<file path="config.mk">
export PLATFORM = sky130hd
export DESIGN_NAME = tbl_entry_loader
export DESIGN_NICKNAME = d
export VERILOG_FILES = /design/src/rtl/tbl_entry_loader_pkg.sv /design/src/rtl/tbl_entry_loader.sv
export SDC_FILE = /design/constraint.sdc
export NUM_CORES = 1
export LEC_CHECK = 0
export ABC_AREA = 1
export CAP_MARGIN = 20
export CORE_UTILIZATION = 46
export CTS_CLUSTER_SIZE = 16
export DETAILED_ROUTE_END_ITERATION = 8
export PLACE_DENSITY = 0.77
export RECOVER_POWER = 100
export SLEW_MARGIN = 30
export SYNTH_ARGS = -nofsm -noshare
export SYNTH_HDL_FRONTEND = slang
export SYNTH_SLANG_ARGS = --single-unit
</file>
<file path="constraint.sdc">
create_clock -name clk -period 6.1 [get_ports clk]
set_input_delay 0.61 -clock clk [delete_from_list [all_inputs] [get_ports clk]]
set_output_delay 0.61 -clock clk [all_outputs]
set_load 0.02 [all_outputs]
</file>
<file path="src/rtl/tbl_entry_loader_pkg.sv">
// Shared constants and state encoding for the match-table entry loader.
// Imported by the loader top and any future host-side bridge.
package tbl_entry_loader_pkg;

  localparam int TBL_ENTRY_WORDS = 4;
  localparam int TBL_ADDR_W      = 10;
  localparam int TBL_DATA_W      = 32;

  localparam logic TRUE  = 1'b1;
  localparam logic FALSE = 1'b0;

  localparam logic [TBL_DATA_W-1:0] ZERO_WORD = '0;

  typedef enum logic [2:0] {
    LD_IDLE,
    LD_WRITE,
    LD_READ,
    LD_CHECK,
    LD_DONE
  } ld_state_e;

endpackage

</file>
<file path="src/rtl/tbl_entry_loader.sv">
// Writes one match-table entry into BRAM port B, MSB word first,
// with optional readback compare and a sticky mismatch flag.
module tbl_entry_loader
  import tbl_entry_loader_pkg::*;
#(
  parameter int ENTRY_WORDS = TBL_ENTRY_WORDS,
  parameter int ADDR_W      = TBL_ADDR_W,
  parameter int DATA_W      = TBL_DATA_W
) (
  input  logic                          clk,
  input  logic                          rst,
  input  logic                          start_i,
  input  logic [ADDR_W-1:0]             entry_addr_i,
  input  logic [DATA_W*ENTRY_WORDS-1:0] entry_data_i,
  input  logic                          verify_i,
  output logic                          busy_o,
  output logic                          done_o,
  output logic                          error_o,
  output logic                          bram_enb_o,
  output logic                          bram_web_o,
  output logic [ADDR_W-1:0]             bram_addrb_o,
  output logic [DATA_W-1:0]             bram_dinb_o,
  input  logic [DATA_W-1:0]             bram_doutb_i
);

  localparam int ENTRY_W = DATA_W * ENTRY_WORDS;
  localparam int CNT_W   = $clog2(ENTRY_WORDS);
  localparam logic [CNT_W-1:0] LAST = CNT_W'(ENTRY_WORDS - 1);

  // Word k sits at the top after shifting left by k words.
  function automatic logic [DATA_W-1:0] word_sel(
    input logic [ENTRY_W-1:0] d,
    input logic [CNT_W-1:0]   k
  );
    logic [ENTRY_W-1:0] sh;
    sh = d << (DATA_W * int'(k));
    return sh[ENTRY_W-1 -: DATA_W];
  endfunction

  ld_state_e          state_q, state_d;
  logic [CNT_W-1:0]   cnt_q, cnt_d;
  logic [ADDR_W-1:0]  base_q, base_d;
  logic [ENTRY_W-1:0] data_q, data_d;
  logic               ver_q, ver_d;
  logic               err_q, err_d;
  logic               rd_v_q, rd_v_d;
  logic [CNT_W-1:0]   rd_idx_q, rd_idx_d;
  logic               enb_q, enb_d;
  logic               web_q, web_d;
  logic [ADDR_W-1:0]  addr_q, addr_d;
  logic [DATA_W-1:0]  din_q, din_d;
  logic               accept;
  logic               mismatch;

  assign accept = start_i &&
                  (state_q == LD_IDLE || state_q == LD_DONE);

  // Readback of word j arrives the cycle after its read was issued.
  assign mismatch = rd_v_q &&
                    (bram_doutb_i != word_sel(data_q, rd_idx_q));

  always_comb begin
    state_d  = state_q;
    cnt_d    = cnt_q;
    base_d   = base_q;
    data_d   = data_q;
    ver_d    = ver_q;
    err_d    = err_q | mismatch;
    rd_v_d   = (state_q == LD_READ);
    rd_idx_d = cnt_q;

    unique case (state_q)
      LD_IDLE: ;
      LD_WRITE: begin
        if (cnt_q == LAST) begin
          cnt_d   = '0;
          state_d = ver_q ? LD_READ : LD_DONE;
        end else begin
          cnt_d = cnt_q + 1'b1;
        end
      end
      LD_READ: begin
        if (cnt_q == LAST) begin
          cnt_d   = '0;
          state_d = LD_CHECK;
        end else begin
          cnt_d = cnt_q + 1'b1;
        end
      end
      LD_CHECK: state_d = LD_DONE;
      LD_DONE:  state_d = LD_IDLE;
      default:  state_d = LD_IDLE;
    endcase

    if (accept) begin
      state_d = LD_WRITE;
      cnt_d   = '0;
      base_d  = entry_addr_i;
      data_d  = entry_data_i;
      ver_d   = verify_i;
      err_d   = FALSE;
    end

    enb_d  = FALSE;
    web_d  = FALSE;
    addr_d = '0;
    din_d  = ZERO_WORD;
    if (state_d == LD_WRITE) begin
      enb_d  = TRUE;
      web_d  = TRUE;
      addr_d = base_d + ADDR_W'(cnt_d);
      din_d  = word_sel(data_d, cnt_d);
    end else if (state_d == LD_READ) begin
      enb_d  = TRUE;
      addr_d = base_d + ADDR_W'(cnt_d);
    end
  end

  always_ff @(posedge clk or posedge rst) begin
    if (rst) begin
      state_q  <= LD_IDLE;
      cnt_q    <= '0;
      base_q   <= '0;
      data_q   <= '0;
      ver_q    <= FALSE;
      err_q    <= FALSE;
      rd_v_q   <= FALSE;
      rd_idx_q <= '0;
      enb_q    <= FALSE;
      web_q    <= FALSE;
      addr_q   <= '0;
      din_q    <= '0;
    end else begin
      state_q  <= state_d;
      cnt_q    <= cnt_d;
      base_q   <= base_d;
      data_q   <= data_d;
      ver_q    <= ver_d;
      err_q    <= err_d;
      rd_v_q   <= rd_v_d;
      rd_idx_q <= rd_idx_d;
      enb_q    <= enb_d;
      web_q    <= web_d;
      addr_q   <= addr_d;
      din_q    <= din_d;
    end
  end

  assign busy_o = (state_q == LD_WRITE) ||
                  (state_q == LD_READ)  ||
                  (state_q == LD_CHECK);
  assign done_o       = (state_q == LD_DONE);
  assign error_o      = err_q;
  assign bram_enb_o   = enb_q;
  assign bram_web_o   = web_q;
  assign bram_addrb_o = addr_q;
  assign bram_dinb_o  = din_q;

endmodule

</file>
==> reports/metrics.cfg <==
[run_status]
status=finished, violations left
violations=capacitance limit, slew limit

[logic_synthesis]
synth_cell_types=33
yosysSeqAreaShare_pct=48.3
ys_ff_latch=192
netlist_instances=1248
syn_nets=1426
yosysTopAreaCellShare_pct=48.3
synth_warnings=0
yosysTopAreaCell=dfrtp_1
synth_area_mm2=0.00995
syn-mean-instance-area_um2=7.97
synth_area_leaders=dfrtp_1 48%, nand2_1 11%, inv_1 6.6%

[sta]
clock_skew_ns=0.00724
setup_tns_ns=0
worstMarginPinSlew_ns=3.03
finalMaxSlewViolations=245
rsz0062_at_grt=no
fmax_mhz=218
layout_min_cycle_time_ns=4.58
relSlewSlack_pct=-102
hold_violations=0
fin_crit_sh_pct=75.1
setup_viol=0

[setup_path]
r2r_slack_ns=1.52
path_buf_inv=4
cp.arrival_ns=4.93
cp_top_family=buffers and inverters
path_depth=10
crit_path_max_fanout=73
cp_slowest_stage_delay_ns=0.89
path_cells=nor2_1 > nand2_8 > inv_1 > buf_4 > nor2_1 > nor2_1 > inv_1 > nand2_2 > inv_1 > nor3_1
r2r_end=bram_addrb_o[4]$_DFF_PP0_
crit_required_ns=6.45
r2r_cells=10
start_kind=flop
critPathKind=reg2reg
endpoint_kind=flop
worstReg2RegStart=state_q[0]$_DFF_PP0_
cpMaxStageDelayCell=inv_1

[place]
dp.cells=1685
io_buffer_count=220
place_congestion=0.841
place.detailed.hpwl_um=18100

[global_routing]
grt_pass1_wl_um=43800
grt_pass1_vias=8693
grtUsageTotal_pct=25.8
grt_max_degree=145
overflow=0
antenna_found_initial=0

[route]
ant_nets=0
drt_first_iter_violations=605
drc=0
wl_met2_um=13400
wl_met1_um=11800
dr.max_layer_used=met4
vias=8959
viasPerCell=5.22
wire_per_inst_um=16.4
met3_length_um=2180
finalWirelength_um=28100
drt_pass1_iterations=6

[floorplan]
rows=53
core_area_mm2=0.0211
die_x_um=149
dieHeight_um=149
io_pins=221
start_util_pct=47.2
die-area_mm2=0.0222

[final_layout]
fin_nets=1607
layout_commonest_cell=nand2_1
syn_to_final_growth_pct=28.7
antennaDiodeCount=0
final_core_util_pct=60.7
drive_above_1_share_pct=8.74
stdcell_count=1717
layout_common_cells=295 x nand2_1, 190 x dfrtp_1, 179 x inv_1

[job]
drv_cap=3

[cts]
cts_sinks=192
clkTransAtPathRegs_ns=0.07
cts_resized=0
cts_tree=done
postCtsSetupRepairBufs=0
cts_root_buf=clkbuf_16
htree_levels=4
numCtsBuffers=17
ctsHoldBuffers=0
cts_buffer_depth=2
clkLatencyLatePin_ns=0.43

[hold_path]
min_to=rd_idx_q[1]$_DFF_PP0_
holdCritStartpoint=cnt_q[1]$_DFF_PP0_
min_path_type=reg2reg
hold_path_depth=0

[power_and_ir_drop]
power_density_mw_per_mm2=570
irDropWorstVdd_mv=0.632
leakage_nw=6.51

==> metal layers <==
layer  GRT usage (%)  vias to the layer above
met2            42.3                      350
met5               0                        -
met1            34.6                     4225
met4            8.83                        0
met3            4.50                       54
li1                -                     4330
==> cell type report <==
cell class | count | area (µm²)
timing repair buffer | 228 | 2260
fill | 1884 | 8280
sequential | 192 | 4810
multi-input combinational | 804 | 4120
tap | 275 | 344
clock buffer | 17 | 425
clock inverter | 15 | 149
inverter | 186 | 702
==> metrics by stage <==
step	power (mW)	setup WS (ns)	area, µm²	hold WS [ns]
3_3_place_gp	6.12	2.10	12300	0.399
2_1_floorplan	5.10	0.263	9950	0.378
4_1_cts	7.38	2.50	12800	0.415
3_5_place_dp	6.25	2.03	12300	0.401
6_report	7.30	1.52	12800	0.412
5_1_grt	7.94	1.22	12800	0.425
==> sequential cells by signal, indices dropped and copies added, names as in the netlist <==
signal        count
bram_addrb_o     10
data_q          128
error_o           1
bram_web_o        1
rd_idx_q          2
bram_dinb_o      32
ver_q             1
base_q           10
bram_enb_o        1
cnt_q             2
state_q           3
rd_v_q            1
==> cells in the mapped netlist <==
master and count:
o21ai_2 3, nor3_2 1, or2_2 65, o21ai_1 32
mux2i_1 56, a21o_1 1, nor3_4 1, a211oi_1 2
o21ai_4 1, inv_1 176, nor2_1 18, buf_6 2
nand3_1 91, dfrtp_1 192, ha_1 3, o21a_1 1
nor3_1 2, buf_2 21, nand2_1 295, buf_1 8
fa_1 1, o21ai_0 102, nand2_2 5, clkbuf_1 30
buf_4 5, a21oi_1 102, inv_2 10, nor2_2 6
o211ai_1 3, nor2_4 2, and2_1 1, nand4_1 1
nand3b_1 9
==> worst max path at each step <==
| stage | startpoint | to |
|---|---|---|
| global placement | start_i | bram_addrb_o[8]$_DFF_PP0_ |
| floorplan | rst | base_q[0]$_DFF_PP0_ |
| finish | state_q[0]$_DFF_PP0_ | bram_addrb_o[4]$_DFF_PP0_ |
| global route | state_q[0]$_DFF_PP0_ | bram_addrb_o[4]$_DFF_PP0_ |
| CTS | start_i | bram_addrb_o[8]$_DFF_PP0_ |
| detailed placement | start_i | bram_addrb_o[8]$_DFF_PP0_ |
==> logic make-up after synthesis <==
group / Yosys count / synth area share [%]
AOI/OAI and AO/OA: 247 / 12.8
adders and majority gates: 4 / 0.579
buffers and inverters: 252 / 10.1
DFF: 192 / 48.3
muxes: 56 / 5.63
and+or+nand+nor: 497 / 22.6
==> power breakdown <==
part | switching, mW | leakage (nW) | total, mW | internal, mW
combinational | 2.55 | 3.95 | 3.99 | 1.44
sequential | 0.325 | 2.28 | 2.22 | 1.89
clock | 0.521 | 0.278 | 1.10 | 0.576
No activity file was read; power rests on OpenSTA's default activity.
